===== src/rtl/euler_pkg.sv =====
// Shared definitions for the Euler solver pipeline: p0008 sizing constants,
// the BCD output FSM state type and a sizing helper for BCD conversion.
package euler_pkg;

  localparam int P0008_BIN_W  = 46;
  localparam int P0008_DIGITS = 14;

  typedef enum logic [1:0] {
    IDLE  = 2'd0,
    SHIFT = 2'd1,
    TRIM  = 2'd2,
    DONE  = 2'd3
  } bcd_state_t;

  // ceil(bin_w * log10(2)), with log10(2) approximated as 0.30103
  function automatic int min_digits(input int bin_w);
    return (bin_w * 30103 + 99999) / 100000;
  endfunction

endpackage


===== src/rtl/bcd_add3.sv =====
// Double-dabble correction for one BCD nibble: a value of 5 or more gets +3,
// so that the following left shift carries into the next decimal digit.
module bcd_add3 (
  input  logic [3:0] nibble,
  output logic [3:0] adj
);

  assign adj = (nibble >= 4'd5) ? nibble + 4'd3 : nibble;

endmodule


===== src/rtl/p0008_bcd_out.sv =====
// Captures the p0008 solver result and converts it to packed BCD with an
// iterative shift-add-3 engine, reporting the count of significant digits.
module p0008_bcd_out
  import euler_pkg::*;
#(
  parameter int BIN_W  = P0008_BIN_W,
  parameter int DIGITS = P0008_DIGITS,
  parameter int CNT_W  = $clog2(DIGITS + 1)
) (
  input  logic                  clk,
  input  logic                  rst,
  input  logic                  start,
  input  logic                  err_in,
  input  logic [BIN_W-1:0]      bin_in,
  output logic                  busy,
  output logic                  valid,
  output logic                  error,
  output logic [4*DIGITS-1:0]   bcd_out,
  output logic [CNT_W-1:0]      ndigits
);

  localparam int  STEP_W    = $clog2(BIN_W + 1);
  localparam bit  DIGITS_OK = (DIGITS >= min_digits(BIN_W));

  bcd_state_t             state_reg;
  logic [BIN_W-1:0]       bin_reg;
  logic [4*DIGITS-1:0]    acc_reg;
  logic [4*DIGITS-1:0]    acc_adj;
  logic [STEP_W-1:0]      cnt_reg;
  logic [CNT_W-1:0]       lead_cnt;

  generate
    for (genvar gi = 0; gi < DIGITS; gi++) begin : g_add3
      bcd_add3 u_add3 (
        .nibble (acc_reg[4*gi +: 4]),
        .adj    (acc_adj[4*gi +: 4])
      );
    end
  endgenerate

  // Highest nonzero nibble wins; an all-zero accumulator still reports one digit.
  always_comb begin
    lead_cnt = CNT_W'(1);
    for (int i = 0; i < DIGITS; i++) begin
      if (acc_reg[4*i +: 4] != 4'd0) begin
        lead_cnt = CNT_W'(i + 1);
      end
    end
  end

  always_ff @(posedge clk) begin
    if (rst) begin
      state_reg <= IDLE;
      bin_reg   <= '0;
      acc_reg   <= '0;
      cnt_reg   <= '0;
      busy      <= 1'b0;
      valid     <= 1'b0;
      error     <= 1'b0;
      bcd_out   <= '0;
      ndigits   <= '0;
    end else begin
      case (state_reg)
        IDLE, DONE: begin
          if (start) begin
            if (err_in) begin
              state_reg <= DONE;
              valid     <= 1'b1;
              error     <= 1'b1;
              bcd_out   <= '0;
              ndigits   <= '0;
              busy      <= 1'b0;
            end else begin
              state_reg <= SHIFT;
              bin_reg   <= bin_in;
              acc_reg   <= '0;
              cnt_reg   <= STEP_W'(BIN_W);
              valid     <= 1'b0;
              busy      <= 1'b1;
            end
          end
        end
        SHIFT: begin
          {acc_reg, bin_reg} <= {acc_adj, bin_reg} << 1;
          cnt_reg            <= cnt_reg - STEP_W'(1);
          if (cnt_reg == STEP_W'(1)) begin
            state_reg <= TRIM;
          end
        end
        TRIM: begin
          bcd_out   <= acc_reg;
          ndigits   <= lead_cnt;
          valid     <= 1'b1;
          busy      <= 1'b0;
          error     <= 1'b0;
          state_reg <= DONE;
        end
        default: state_reg <= IDLE;
      endcase
    end
  end

  digits_ok_a: assert property (@(posedge clk) disable iff (rst) DIGITS_OK);

endmodule


===== config.mk =====
export PLATFORM = sky130hd
export DESIGN_NAME = p0008_bcd_out
export DESIGN_NICKNAME = d
export VERILOG_FILES = /design/src/rtl/euler_pkg.sv /design/src/rtl/bcd_add3.sv /design/src/rtl/p0008_bcd_out.sv
export SDC_FILE = /design/constraint.sdc
export NUM_CORES = 1
export LEC_CHECK = 0
export CAP_MARGIN = 20
export CORE_UTILIZATION = 57
export CTS_BUF_LIST = sky130_fd_sc_hd__clkbuf_4
export DETAILED_ROUTE_END_ITERATION = 6
export GPL_TIMING_DRIVEN = 0
export PLACE_DENSITY = 0.83
export SYNTH_ARGS = -nofsm -noshare
export SYNTH_HDL_FRONTEND = slang
export SYNTH_SLANG_ARGS = --single-unit

===== constraint.sdc =====
create_clock -name clk -period 2.3 [get_ports clk]
set_clock_uncertainty 0.05 [all_clocks]
set_input_delay 0.575 -clock clk [delete_from_list [all_inputs] [get_ports clk]]
set_output_delay 0.575 -clock clk [all_outputs]
set_load 0.005 [all_outputs]

==> run_summary.xml, run 1 <==
<?xml version="1.0" encoding="UTF-8"?>
<metrics>
  <group name="timing">
    <metric name="final_max_slew_viol_count" unit="">0</metric>
    <metric name="finalCriticalPeriod" unit="ns">2.16</metric>
    <metric name="hold_violations" unit="">0</metric>
    <metric name="max_slew_margin" unit="%">54.6</metric>
    <metric name="period_share" unit="%">94.1</metric>
    <metric name="fin_setup_tns" unit="ns">0</metric>
    <metric name="max_clock_freq" unit="MHz">462</metric>
    <metric name="worst_hold_slack_after_final_layout" unit="ns">0.390</metric>
    <metric name="final_setup_vio_count" unit="">0</metric>
    <metric name="unrepaired_setup_endpoints_after_global_routing" unit="">yes</metric>
    <metric name="timing.final.ws_setup" unit="ns">0.136</metric>
    <metric name="timing_worst_slew_pin_value" unit="ns">0.682</metric>
  </group>
  <group name="clock_tree">
    <metric name="post-cts-setup-buffer-count" unit="">0</metric>
    <metric name="clk_transition_reported_paths" unit="ns">0.14</metric>
    <metric name="root_buffer" unit="">sky130_fd_sc_hd__clkbuf_4</metric>
    <metric name="htreeDepth" unit="">4</metric>
    <metric name="cts_tree" unit="">done</metric>
    <metric name="worstSkewPairLatency" unit="ns">0.57</metric>
    <metric name="cts.sinks" unit="">173</metric>
    <metric name="cts-root-to-sink-buffers" unit="">2</metric>
    <metric name="cts-buffers-inserted" unit="">17</metric>
    <metric name="ctsHoldBuffers" unit="">0</metric>
  </group>
  <group name="floorplanning">
    <metric name="die-area" unit="sq mm">0.0147</metric>
    <metric name="dieWidth" unit="microns">121</metric>
    <metric name="std_cell_rows" unit="">43</metric>
    <metric name="num_io_pins" unit="">113</metric>
    <metric name="floorplan.core_area" unit="sq mm">0.0139</metric>
    <metric name="fp.dieH" unit="microns">121</metric>
    <metric name="initial_utilization" unit="%">58.3</metric>
  </group>
  <group name="detailed_routing">
    <metric name="drt-wirelength-per-cell" unit="microns">15.3</metric>
    <metric name="drt_drc_violations_left" unit="">0</metric>
    <metric name="detailed_router_iteration_count_before_antenna_repair" unit="">5</metric>
    <metric name="routed_vias" unit="">7496</metric>
    <metric name="drt_iter0_markers" unit="">594</metric>
    <metric name="drt.antenna.violating_nets" unit="">0</metric>
    <metric name="drt-total-wl" unit="mm">20.1</metric>
    <metric name="vias_per_cell" unit="">5.71</metric>
  </group>
  <group name="synthesis">
    <metric name="yosysWarningCount" unit="">0</metric>
    <metric name="netlist.top_cell.by_area" unit="">sky130_fd_sc_hd__dfxtp_1</metric>
    <metric name="avgSynthCellArea" unit="sq um">8.19</metric>
    <metric name="synth_area" unit="sq mm">0.00810</metric>
    <metric name="yosys.cell_count.top_type" unit="">sky130_fd_sc_hd__dfxtp_1</metric>
    <metric name="yosysSeqAreaShare" unit="%">42.8</metric>
    <metric name="synth_edf_count" unit="">0</metric>
    <metric name="synth.top_cell.area_share" unit="%">42.8</metric>
    <metric name="synth.top_cells.by_area" unit="">sky130_fd_sc_hd__dfxtp_1 43%, sky130_fd_sc_hd__nor2_1 5.6%, sky130_fd_sc_hd__nand2_1 5.3%</metric>
    <metric name="mappedNetlistNets" unit="">1072</metric>
    <metric name="yosys_most_used_dff" unit="">sky130_fd_sc_hd__dfxtp_1</metric>
    <metric name="post_synth_most_frequent_cells" unit="">173 x sky130_fd_sc_hd__dfxtp_1, 121 x sky130_fd_sc_hd__nor2_1, 114 x sky130_fd_sc_hd__nand2_1, 84 x sky130_fd_sc_hd__a21oi_1, 52 x sky130_fd_sc_hd__nand3_1</metric>
    <metric name="synthDistinctLibCells" unit="">44</metric>
    <metric name="postSynthRegisterBits" unit="">173</metric>
    <metric name="synthCells" unit="">989</metric>
    <metric name="synth_async_sr_flop_share" unit="%">0</metric>
  </group>
  <group name="critical_path">
    <metric name="top_fanout_value_on_the_critical_path" unit="">10</metric>
    <metric name="timing.critical_path.from_type" unit="">flip-flop</metric>
    <metric name="worst-setup-path-type" unit="">reg -&gt; reg</metric>
    <metric name="setup.worst_path.end_class" unit="">flip-flop</metric>
    <metric name="worstRegToRegCells" unit="">9</metric>
    <metric name="critPathRequiredTime" unit="ns">2.76</metric>
    <metric name="worst_ep_arrival_time" unit="ns">2.62</metric>
  </group>
  <group name="place">
    <metric name="place_area" unit="sq mm">0.00944</metric>
    <metric name="gp_congestion" unit="">0.829</metric>
    <metric name="portBuffers" unit="">111</metric>
    <metric name="dp_hpwl" unit="mm">14.2</metric>
    <metric name="preCtsSetupSlack" unit="ns">-0.177</metric>
    <metric name="placed_cells" unit="">1280</metric>
  </group>
  <group name="final_layout">
    <metric name="design.final.nets" unit="">1202</metric>
    <metric name="final_design_area_no_fill" unit="sq mm">0.00966</metric>
    <metric name="post-route-util" unit="%">69.6</metric>
    <metric name="layoutNonFillerInstCount" unit="">1312</metric>
    <metric name="seq_area" unit="sq mm">0.00346</metric>
    <metric name="final.fill_count" unit="">1176</metric>
    <metric name="syn2layout_area_growth" unit="%">19.2</metric>
    <metric name="drive_above_1_share" unit="%">7.43</metric>
    <metric name="multi_input_comb_area" unit="sq mm">0.00412</metric>
  </group>
  <group name="global_route">
    <metric name="pin_count_of_the_biggest_net_entering_global_routing" unit="">17</metric>
    <metric name="antenna_violations_before_repair" unit="">1</metric>
    <metric name="gr-usage-all-layers" unit="%">27.9</metric>
    <metric name="grt_pass1_wl" unit="mm">32.4</metric>
    <metric name="gr-total-overflow" unit="">0</metric>
    <metric name="via_count_of_the_first_global_routing_pass" unit="">6730</metric>
  </group>
  <group name="pwr">
    <metric name="total_power" unit="mW">7.70</metric>
    <metric name="max-vdd-ir-drop" unit="uV">495</metric>
    <metric name="pwr-share-clk" unit="%">18.7</metric>
    <metric name="net-switching-power" unit="mW">3.18</metric>
    <metric name="part_of_the_total_power_dissipated_in_combinational_logic" unit="%">37.9</metric>
    <metric name="power_internal" unit="mW">4.52</metric>
    <metric name="p_per_area" unit="mW/mm^2">798</metric>
    <metric name="portion_of_total_power_attributed_to_sequential_cells" unit="%">43.4</metric>
    <metric name="cellLeakagePower" unit="nW">3.59</metric>
    <metric name="swShare" unit="%">41.3</metric>
  </group>
  <group name="hold_path">
    <metric name="holdCritPathClass" unit="">in -&gt; reg</metric>
    <metric name="holdPathStages" unit="">3</metric>
  </group>
  <group name="run_status">
    <metric name="outcome" unit="">finished, final reports clean</metric>
  </group>
  <group name="run">
    <metric name="max_cap_violations" unit="">0</metric>
  </group>
</metrics>
[layer usage]
layer  part of all wire [%]  global-route usage [%]
met2                     45                    44.4
met3                    6.7                    4.70
met4                    2.4                    11.0
met5                      0                       0
met1                     45                    37.5
[critical path, stage by stage, from the launching register on]
cell and delay, ns:
sky130_fd_sc_hd__dfxtp_2 0.38, sky130_fd_sc_hd__inv_1 0.06, sky130_fd_sc_hd__ha_1 0.30, sky130_fd_sc_hd__buf_4 0.19, sky130_fd_sc_hd__nand3b_4 0.12, sky130_fd_sc_hd__o21a_1 0.16, sky130_fd_sc_hd__buf_6 0.18, sky130_fd_sc_hd__clkbuf_1 0.39
sky130_fd_sc_hd__a22oi_1 0.17, sky130_fd_sc_hd__nor2_1 0.10
[layout by cell type (no fill, tap or decap), types with 21 or more instances in the layout]
cell type and n:
sky130_fd_sc_hd__dfxtp_1 172, sky130_fd_sc_hd__clkdlybuf4s50_1 111, sky130_fd_sc_hd__clkbuf_4 21, sky130_fd_sc_hd__a21oi_1 84
sky130_fd_sc_hd__nand2_1 114, sky130_fd_sc_hd__nor2_1 121, sky130_fd_sc_hd__nand2b_1 30, sky130_fd_sc_hd__a31oi_1 45
sky130_fd_sc_hd__o21ai_0 29, sky130_fd_sc_hd__nor3_1 28, sky130_fd_sc_hd__inv_1 35, sky130_fd_sc_hd__ha_1 33
sky130_fd_sc_hd__nand3_1 52, sky130_fd_sc_hd__buf_2 28, sky130_fd_sc_hd__clkbuf_1 28, sky130_fd_sc_hd__and3_1 28
sky130_fd_sc_hd__a22oi_1 42
[worst paths after layout]
kind	start	to	slack [ns]
max	state_reg[0]	acc_reg[25]	0.14
min	rst	ndigits[3]	0.39
max reg2reg	state_reg[0]	acc_reg[25]	0.14
min reg2reg	bcd_out[52]	bcd_out[52]	0.41
[cell type report]
class	instances	area share, %
diodes	1	0.0259
plain buffers	73	4.09
clock buffers	20	1.55
clock inverters	11	0.557
inverters	36	1.40
multi-input cells	707	42.7
flip-flops and latches	173	35.9
well taps	180	2.33
repair buffers	111	11.5
[cells by family (layout without fill, tap and decap cells)]
logic type	count (synthesis)	in the layout	synth area share, %
buffers and inverters	109	251	6.47
XOR/XNOR	18	18	1.95
multiplexers	16	16	1.98
other	0	1	0
AND/OR/NAND/NOR	397	397	23.1
AO/OA/AOI/OAI	243	243	18.6
adder cells (fa/ha/maj)	33	33	5.10
flip-flops	173	173	42.8
[power by group through the flow]
stage,sequential (mW),clock (mW),combinational [mW]
2_1_floorplan,3.38,0,1.98
3_3_place_gp,3.40,0,2.81
3_5_place_dp,3.40,0,2.84
4_1_cts,3.34,1.46,2.85
5_1_grt,3.37,1.58,3.17
6_report,3.34,1.44,2.92
[what timing repair did]
action | 4_1_cts | 5_1_grt
setup endpoints to repair | 0 | 65
hold endpoints to repair | 0 | 0
resized for setup | 0 | 9
(Power assumes the default switching activity.)
==> run 2: changes to the inputs <==
Settings changed: PLACE_DENSITY 0.83 to 0.82, RECOVER_POWER set to 50, SYNTH_HIERARCHICAL set to 1.
==> run_summary.xml, run 2 <==
<?xml version="1.0" encoding="UTF-8"?>
<metrics>
  <group name="pwr">
    <metric name="max-vdd-ir-drop" unit="uV">653</metric>
    <metric name="power_internal" unit="mW">5.83</metric>
    <metric name="net-switching-power" unit="mW">3.94</metric>
    <metric name="portion_of_total_power_attributed_to_sequential_cells" unit="%">38.4</metric>
    <metric name="p_per_area" unit="mW/mm^2">954</metric>
    <metric name="swShare" unit="%">40.4</metric>
    <metric name="cellLeakagePower" unit="nW">3.67</metric>
    <metric name="pwr-share-clk" unit="%">20.2</metric>
    <metric name="part_of_the_total_power_dissipated_in_combinational_logic" unit="%">41.4</metric>
  </group>
  <group name="critical_path">
    <metric name="crit_top_cell" unit="">sky130_fd_sc_hd__buf_6</metric>
    <metric name="critPathRequiredTime" unit="ns">2.75</metric>
    <metric name="worst_path_dominant_cell_family" unit="">buffers and inverters</metric>
    <metric name="crit_chain" unit="">inv_1 &gt; ha_1 &gt; buf_6 &gt; and3b_1 &gt; buf_6 &gt; or2_1 &gt; buf_6 &gt; buf_12 &gt; buf_6 &gt; a211oi_1</metric>
    <metric name="timing.critical_path.from_type" unit="">flip-flop</metric>
    <metric name="top_fanout_value_on_the_critical_path" unit="">10</metric>
    <metric name="timing.critical_path.slowest_cell_delay" unit="ns">0.38</metric>
    <metric name="timing.critical_path.buf_inv" unit="">6</metric>
    <metric name="worst_ep_arrival_time" unit="ns">2.69</metric>
    <metric name="critical-path-slowest-cell" unit="">sky130_fd_sc_hd__dfxtp_2</metric>
    <metric name="setup.worst_path.end_class" unit="">flip-flop</metric>
    <metric name="worst-setup-path-type" unit="">reg -&gt; reg</metric>
  </group>
  <group name="timing">
    <metric name="hold_violations" unit="">0</metric>
    <metric name="timing_worst_slew_pin_value" unit="ns">0.914</metric>
    <metric name="max_clock_freq" unit="MHz">446</metric>
    <metric name="final_setup_vio_count" unit="">0</metric>
    <metric name="final_max_slew_viol_count" unit="">0</metric>
    <metric name="period_share" unit="%">97.4</metric>
    <metric name="finalCriticalPeriod" unit="ns">2.24</metric>
    <metric name="max_slew_margin" unit="%">38.5</metric>
  </group>
  <group name="clock_tree">
    <metric name="htreeDepth" unit="">4</metric>
    <metric name="cts_tree" unit="">done</metric>
    <metric name="cts-root-to-sink-buffers" unit="">2</metric>
    <metric name="cts.sinks" unit="">173</metric>
    <metric name="cts-buffers-inserted" unit="">17</metric>
    <metric name="clk_transition_reported_paths" unit="ns">0.14</metric>
    <metric name="worstSkewPairLatency" unit="ns">0.60</metric>
    <metric name="root_buffer" unit="">sky130_fd_sc_hd__clkbuf_4</metric>
    <metric name="ctsHoldBuffers" unit="">0</metric>
  </group>
  <group name="global_route">
    <metric name="grt_pass1_wl" unit="mm">33.1</metric>
    <metric name="gr-usage-all-layers" unit="%">27.4</metric>
    <metric name="gr-total-overflow" unit="">0</metric>
    <metric name="via_count_of_the_first_global_routing_pass" unit="">7048</metric>
    <metric name="pin_count_of_the_biggest_net_entering_global_routing" unit="">17</metric>
    <metric name="antenna_violations_before_repair" unit="">0</metric>
  </group>
  <group name="floorplanning">
    <metric name="std_cell_rows" unit="">44</metric>
    <metric name="dieWidth" unit="microns">124</metric>
    <metric name="initial_utilization" unit="%">58.2</metric>
    <metric name="num_io_pins" unit="">113</metric>
    <metric name="floorplan.core_area" unit="sq mm">0.0145</metric>
    <metric name="die-area" unit="sq mm">0.0153</metric>
    <metric name="fp.dieH" unit="microns">124</metric>
  </group>
  <group name="final_layout">
    <metric name="drive_above_1_share" unit="%">8.06</metric>
    <metric name="design.final.nets" unit="">1261</metric>
    <metric name="layout_common_cells" unit="">172 x sky130_fd_sc_hd__dfxtp_1, 171 x sky130_fd_sc_hd__nand2_1, 121 x sky130_fd_sc_hd__a21oi_1</metric>
    <metric name="final_design_area_no_fill" unit="sq mm">0.0102</metric>
    <metric name="layoutNonFillerInstCount" unit="">1376</metric>
    <metric name="final.fill_count" unit="">1204</metric>
    <metric name="syn2layout_area_growth" unit="%">21.5</metric>
    <metric name="commonest_non_fill_non_tap_cell_in_the_layout" unit="">sky130_fd_sc_hd__dfxtp_1</metric>
  </group>
  <group name="run">
    <metric name="max_cap_violations" unit="">0</metric>
  </group>
  <group name="place">
    <metric name="portBuffers" unit="">112</metric>
    <metric name="placed_cells" unit="">1340</metric>
    <metric name="gp_congestion" unit="">0.886</metric>
    <metric name="place_area" unit="sq mm">0.00978</metric>
    <metric name="dp_hpwl" unit="mm">14.3</metric>
  </group>
  <group name="synthesis">
    <metric name="mappedNetlistNets" unit="">1127</metric>
    <metric name="avgSynthCellArea" unit="sq um">8.07</metric>
    <metric name="synthCells" unit="">1044</metric>
    <metric name="yosysWarningCount" unit="">6</metric>
    <metric name="synth_area" unit="sq mm">0.00842</metric>
  </group>
  <group name="detailed_routing">
    <metric name="drt_drc_violations_left" unit="">0</metric>
    <metric name="drt-wirelength-per-cell" unit="microns">15.0</metric>
    <metric name="routed_vias" unit="">7824</metric>
    <metric name="vias_per_cell" unit="">5.69</metric>
    <metric name="drt_iter0_markers" unit="">602</metric>
    <metric name="detailed_router_iteration_count_before_antenna_repair" unit="">5</metric>
    <metric name="drt-total-wl" unit="mm">20.7</metric>
    <metric name="drt.antenna.violating_nets" unit="">0</metric>
  </group>
  <group name="run_status">
    <metric name="outcome" unit="">finished, final reports clean</metric>
  </group>
  <group name="hold_path">
    <metric name="holdCritPathClass" unit="">reg -&gt; reg</metric>
  </group>
</metrics>
run 2: power by group through the flow:
stage | clock network (mW) | registers (mW) | logic, mW
after floorplan | 0 | 3.73 | 2.72
after global placement | 0 | 3.79 | 3.61
after detailed placement | 0 | 3.80 | 3.69
after CTS | 1.98 | 3.74 | 3.75
after global routing | 2.11 | 3.80 | 4.42
final | 1.97 | 3.75 | 4.05
run 2: cell type report:
class                   instances  area, sq um  area share [%]
clock buffers                  17          128            1.25
plain buffers                  76          443            4.33
inverters                      34          128            1.25
well taps                     184          230            2.25
repair buffers                115         1140            11.2
diodes                          1         2.50          0.0244
multi-input cells             761         4510            44.0
clock inverters                15          194            1.89
flip-flops and latches        173         3460            33.8
run 2: timing repair:
| action | in CTS | in global routing |
|---|---|---|
| setup buffers | 0 | 3 |
| setup endpoints to repair | 37 | 106 |
| pin swaps | 0 | 1 |
| resized for setup | 7 | 45 |
run 2: through the flow:
step                total power [mW]  utilization [%]  setup slack [ns]  TNS, ns  hold WS [ns]
detailed placement              7.49             67.5            -0.426   -32.47         0.392
global placement                7.39             67.5            -0.418   -30.78         0.388
CTS                             9.47             69.9            0.0314        0         0.411
finish                          9.77             70.7            0.0595        0         0.409
global route                    10.3             70.7           -0.0122  -0.0523         0.427
floorplan                       6.45                -             0.210        0         0.396
run 2: path summary, 6_finish.rpt:
kind	start	endpoint	slack (ns)	cells past startpoint
setup reg to reg	state_reg[0]	bin_reg[43]	0.06	10
hold / removal	bcd_out[27]	bcd_out[27]	0.41	2
hold reg to reg	bcd_out[27]	bcd_out[27]	0.41	2
setup / recovery	state_reg[0]	bin_reg[43]	0.06	10
run 2: worst register-to-register path, cell delays in order (launching register included):
cell	delay [ns]
sky130_fd_sc_hd__dfxtp_2	0.38
sky130_fd_sc_hd__inv_1	0.05
sky130_fd_sc_hd__ha_1	0.29
sky130_fd_sc_hd__buf_6	0.14
sky130_fd_sc_hd__and3b_1	0.19
sky130_fd_sc_hd__buf_6	0.14
sky130_fd_sc_hd__or2_1	0.23
sky130_fd_sc_hd__buf_6	0.14
sky130_fd_sc_hd__buf_12	0.15
sky130_fd_sc_hd__buf_6	0.15
sky130_fd_sc_hd__a211oi_1	0.24
run 2: layer usage:
layer | part of all wire, % | up-vias | GRT usage, %
li1 | - | 3892 | -
met1 | 46 | 3668 | 35.2
met2 | 47 | 225 | 45.1
met3 | 4.6 | 39 | 5.54
met4 | 2.5 | 0 | 11.0
met5 | 0 | - | 0
